$ cat src/rtl/elevator_pkg.sv
// Shared elevator definitions: floor count, motion command encodings and
// controller state encoding.
package elevator_pkg;

   localparam int unsigned NFLOORS = 6;
   localparam int unsigned DIR_W   = 2;

   localparam logic [DIR_W-1:0] DIR_UP   = 2'b10;
   localparam logic [DIR_W-1:0] DIR_DOWN = 2'b01;
   localparam logic [DIR_W-1:0] DIR_STOP = 2'b00;

   typedef enum logic [1:0] {
      IDLE      = 2'd0,
      MOVE_UP   = 2'd1,
      MOVE_DOWN = 2'd2,
      DOOR_OPEN = 2'd3
   } ctrl_state_t;

   typedef enum logic {
      SWEEP_DOWN = 1'b0,
      SWEEP_UP   = 1'b1
   } sweep_t;

endpackage

$ cat src/rtl/door_timer.sv
// Dwell counter for the open door: load/reload restart a DOOR_CYCLES dwell,
// done flags the final door cycle.
module door_timer #(
   parameter int unsigned DOOR_CYCLES = 4
) (
   input  logic clk,
   input  logic reset,
   input  logic load,
   input  logic reload,
   input  logic clear,
   output logic done
);

   localparam int unsigned CNT_W = 4;

   logic [CNT_W-1:0] count;

   always_ff @(posedge clk or negedge reset) begin
      if (!reset) begin
         count <= '0;
      end else if (clear) begin
         count <= '0;
      end else if (load || reload) begin
         count <= CNT_W'(DOOR_CYCLES - 1);
      end else if (count != '0) begin
         count <= count - CNT_W'(1);
      end
   end

   assign done = (count == '0);

endmodule

$ cat src/rtl/direction_control.sv
// Collective elevator controller: latches floor calls, sweeps the car in one
// direction while calls remain ahead, and dwells with the door open at each stop.
module direction_control
   import elevator_pkg::*;
#(
   parameter int unsigned DOOR_CYCLES = 4
) (
   input  logic               clk,
   input  logic               reset,
   input  logic [NFLOORS-1:0] floorbutton,
   input  logic [NFLOORS-1:0] floor,
   output logic [DIR_W-1:0]   direction,
   output logic               door_open,
   output logic [NFLOORS-1:0] pending,
   output logic               fault
);

   ctrl_state_t        state, state_nxt;
   sweep_t             sweep, sweep_nxt;
   logic [NFLOORS-1:0] above_mask, below_mask;
   logic [NFLOORS-1:0] clear_mask, call_mask;
   logic               arrived, above, below, door_call;
   logic               tmr_load, tmr_reload, tmr_clear, tmr_done;

   // Floors strictly above / below the car, derived from the one-hot position
   always_comb begin
      above_mask = '0;
      below_mask = '0;
      for (int i = 0; i < int'(NFLOORS); i++) begin
         above_mask[i] = |(floor & ((NFLOORS'(1) << i) - NFLOORS'(1)));
         below_mask[i] = |(floor & ~((NFLOORS'(2) << i) - NFLOORS'(1)));
      end
   end

   assign fault   = (floor == '0) || ((floor & (floor - NFLOORS'(1))) != '0);
   assign arrived = |(pending & floor);
   assign above   = |(pending & above_mask);
   assign below   = |(pending & below_mask);

   // A press for the floor being served keeps the door open instead of latching
   assign call_mask = (state == DOOR_OPEN && !fault) ? floor : '0;
   assign door_call = |(floorbutton & call_mask);

   always_comb begin
      state_nxt  = state;
      sweep_nxt  = sweep;
      direction  = DIR_STOP;
      clear_mask = '0;
      tmr_load   = 1'b0;
      tmr_reload = 1'b0;
      tmr_clear  = 1'b0;
      if (fault) begin
         state_nxt = IDLE;
         tmr_clear = 1'b1;
      end else begin
         case (state)
            IDLE: begin
               if (arrived) begin
                  state_nxt = DOOR_OPEN;
               end else if (above) begin
                  state_nxt = MOVE_UP;
                  sweep_nxt = SWEEP_UP;
               end else if (below) begin
                  state_nxt = MOVE_DOWN;
                  sweep_nxt = SWEEP_DOWN;
               end
            end
            MOVE_UP: begin
               if (arrived)                   state_nxt = DOOR_OPEN;
               else if (floor[NFLOORS-1])     state_nxt = IDLE;
               else                           direction = DIR_UP;
            end
            MOVE_DOWN: begin
               if (arrived)                   state_nxt = DOOR_OPEN;
               else if (floor[0])             state_nxt = IDLE;
               else                           direction = DIR_DOWN;
            end
            DOOR_OPEN: begin
               if (door_call) begin
                  tmr_reload = 1'b1;
               end else if (tmr_done) begin
                  // Keep the current sweep while calls remain ahead, else reverse
                  if (sweep == SWEEP_UP) begin
                     if (above) begin
                        state_nxt = MOVE_UP;
                     end else if (below) begin
                        state_nxt = MOVE_DOWN;
                        sweep_nxt = SWEEP_DOWN;
                     end else begin
                        state_nxt = IDLE;
                     end
                  end else begin
                     if (below) begin
                        state_nxt = MOVE_DOWN;
                     end else if (above) begin
                        state_nxt = MOVE_UP;
                        sweep_nxt = SWEEP_UP;
                     end else begin
                        state_nxt = IDLE;
                     end
                  end
               end
            end
            default: state_nxt = IDLE;
         endcase
         if (state != DOOR_OPEN && state_nxt == DOOR_OPEN) begin
            clear_mask = floor;
            tmr_load   = 1'b1;
         end
      end
   end

   always_ff @(posedge clk or negedge reset) begin
      if (!reset) begin
         state     <= IDLE;
         sweep     <= SWEEP_UP;
         pending   <= '0;
         door_open <= 1'b0;
      end else begin
         state     <= state_nxt;
         sweep     <= sweep_nxt;
         pending   <= (pending | (floorbutton & ~call_mask)) & ~clear_mask;
         door_open <= (state_nxt == DOOR_OPEN);
      end
   end

   door_timer #(
      .DOOR_CYCLES (DOOR_CYCLES)
   ) u_door_timer (
      .clk    (clk),
      .reset  (reset),
      .load   (tmr_load),
      .reload (tmr_reload),
      .clear  (tmr_clear),
      .done   (tmr_done)
   );

endmodule

$ cat config.mk
export PLATFORM = sky130hd
export DESIGN_NAME = direction_control
export DESIGN_NICKNAME = d
export VERILOG_FILES = /design/src/rtl/elevator_pkg.sv /design/src/rtl/door_timer.sv /design/src/rtl/direction_control.sv
export SDC_FILE = /design/constraint.sdc
export NUM_CORES = 1
export LEC_CHECK = 0
export ABC_AREA = 1
export ABC_CLOCK_PERIOD_IN_PS = 6200
export BUFFER_PORTS_ARGS = -buffer_cell sky130_fd_sc_hd__buf_4
export CORE_MARGIN = 4
export CORE_UTILIZATION = 43
export CTS_BUF_LIST = sky130_fd_sc_hd__clkbuf_4 sky130_fd_sc_hd__clkbuf_8
export DETAILED_ROUTE_END_ITERATION = 8
export PLACE_DENSITY = 0.74
export SYNTH_ARGS = -nofsm -noshare
export SYNTH_HDL_FRONTEND = slang
export SYNTH_SLANG_ARGS = --single-unit
$ cat constraint.sdc
create_clock -name clk -period 6.2 [get_ports clk]
set_input_delay 1.24 -clock clk [delete_from_list [all_inputs] [get_ports clk]]
set_output_delay 1.24 -clock clk [all_outputs]
set_load 0.02 [all_outputs]
==> impl_metrics.ini <==
[run_status]
status = finished clean

[power]
swShare_pct = 31.1
power.density_nw_per_um2 = 145
combinationalPowerShare_pct = 24.6
p_sw_uw = 68.2
seqPwrFrac_pct = 44.7
finalPower_uw = 220
leakage_nw = 0.789
ir_drop_v = 0.000138
p_clk_share_pct = 30.7
internal-power_uw = 151

[setup_path]
end_kind = primary output
r2r_setup_slack_ns = 3.87
startpoint_type = primary input
r2r-start = state[0]
critPathKind = in -> out
required_ns = 4.96
worst-path-max-fanout = 5
worstReg2RegEnd = pending[2]
arrival_ns = 2.50
r2r_cells = 13

[clock_tree]
post_cts_resize_count = 0
clk_latency_ns = 0.28
htreeDepth = 1
hold_buffers = 0
numCtsBuffers = 3
cts.sinks = 14
cts_setup_buffers = 0
cts-root-buf = clkbuf_4
cts_tree = yes
cts_max_path_buffers = 2
path_clk_slew_ns = 0.09

[logic_synthesis]
yosysTopAreaCell = dfrtp_1
synth_top_cell_area_share_pct = 25.3
yosysWarnings = 0
synthesis.area_um2 = 1290
synth_commonest_cells = nand2_1 (43), inv_1 (28), nand3_1 (16)
synthTopCellsByArea = dfrtp_1 (25%), nand2_1 (13%), inv_1 (8.2%)
async_flop_share_pct = 100
syn-num-nets = 204
synth.avg_cell_area_um2 = 7.00
syn_inst = 184
synth.distinct_cells = 30
synth_most_common_cell = nand2_1
synth_flop_cell = dfrtp_1
ys_ff_latch = 14
synth-edff-count = 0
ys_seq_area_share_pct = 27.3

[grt]
grt_max_degree = 15
antenna_found_initial = 0
grt_overflow = 0
grt_pass1_wl_um = 5190
grt_pass1_vias = 1160
track_usage_pct = 16.1

[timing]
max_freq_mhz = 267
finalSetupViolCount = 0
slew_viol_final = 0
worst_slack_ns = 2.46
timing.hold.ws_ns = 0.498
fin_worst_skew_ns = 0.00373
rsz0062_at_grt = false
tightestPinTransition_ns = 0.353
relSlewSlack_pct = 76.3
tns_ns = 0
period_minus_slack_ns = 3.74
period_share_pct = 60.3
hold_viol_final = 0

[cells_and_area]
area_growth_pct = 17.5
nFillCells = 291
final_nets = 230
design_area_um2 = 1510
drive_above_1_share_pct = 24.4
instances_no_fill = 240
final_core_util_pct = 53.9
antennaDiodeCount = 0

[placed_design]
place_area_um2 = 1480
dpl_worst_slack_ns = 2.50
port_buffers = 23
dpl.hpwl_um = 2500
gp_congestion = 0.919
post-place-cells = 236

[job]
max_cap_viol_count = 0

[floorplan]
die_w_um = 62.7
ios = 24
die-area_um2 = 3930
coreArea_um2 = 2810
initial_utilization_pct = 45.9
die_y_um = 62.7
row_count = 19

[min_path]
whs_path_depth = 2
holdPathEnd = sweep
worst_hold_path_type = reg -> reg
worstHoldStart = sweep

[detailed_routing]
vias_per_cell = 5.21
wl_um = 3060
drc = 0
drtIter0Drc = 97
routed-via-count = 1250
avgRoutedWirePerCell_um = 12.7
drt-pass1-iter-count = 4
drtAntennaViolNets = 0
==> power by group through the flow <==
stage,clock network [mW],logic [mW],registers [mW]
3_3_place_gp,0,0.0536,0.0999
6_report,0.0674,0.0540,0.0982
2_1_floorplan,0,0.0312,0.102
4_1_cts,0.0689,0.0542,0.0981
3_5_place_dp,0,0.0540,0.0999
5_1_grt,0.0742,0.0609,0.0988
==> placed cells by master (no fill, tap or decap), types with 2 or more instances in the layout <==
cell type  count
nand2_1       43
inv_1         28
buf_4         23
nand3_1       16
dfrtp_1       13
o21ai_0       12
nor2_1        11
a21oi_1       11
nand2_2        7
ha_1           6
inv_2          4
o211ai_1       4
nand3_4        3
nor3_1         3
a22oi_1        3
clkbuf_4       3
nor2_2         2
nor2_4         2
nand4_1        2
==> layer usage <==
metal / GRT usage (%) / routed length [um] / vias up
met4: 3.58 / 13 / 0
met1: 23.0 / 1520 / 572
li1: - / - / 654
met3: 2.88 / 128 / 2
met5: 0 / 0 / -
met2: 25.2 / 1390 / 22
==> registers in the layout, summed over array words and instances, names as in the netlist <==
| name | count |
|---|---|
| pending | 6 |
| u_door_timer.count | 4 |
| state | 2 |
| door_open | 1 |
| sweep | 1 |
==> critical path, cell delays in order <==
cell     delay, ns
buf_4         0.13
inv_1         0.14
o21ai_0       0.13
nor3_1        0.34
inv_1         0.15
nor4_1        0.19
buf_4         0.19
==> layout make-up <==
type	count	area [um2]	share of cell area, %
sequential	14	352	23.2
multi-input combinational	136	793	52.4
timing repair buffer	23	173	11.4
inverter	32	120	7.94
clock buffer	4	36.3	2.40
tap	31	38.8	2.56
==> worst max-delay path by stage <==
stage                         from      endpoint  slack, ns  depth (start not counted)
after floorplan           floor[3]  direction[1]       2.40                          6
after global placement    floor[2]  direction[1]       2.53                          7
after detailed placement  floor[2]  direction[1]       2.50                          7
after CTS                 floor[2]  direction[1]       2.49                          7
after global routing      floor[2]  direction[1]       2.39                          7
final                     floor[2]  direction[1]       2.46                          7
==> logic make-up (layout without fill, tap and decap cells) <==
kind of cell | after synthesis | in the layout | synth area share, %
XOR/XNOR | 1 | 1 | 0.680
AND/OR/NAND/NOR | 94 | 94 | 37.7
adder cells (fa/ha/maj) | 6 | 6 | 5.83
AO/OA/AOI/OAI | 35 | 35 | 17.4
buffers and inverters | 34 | 59 | 11.1
flip-flops | 14 | 14 | 27.3
No activity file was read; power rests on OpenSTA's default activity.
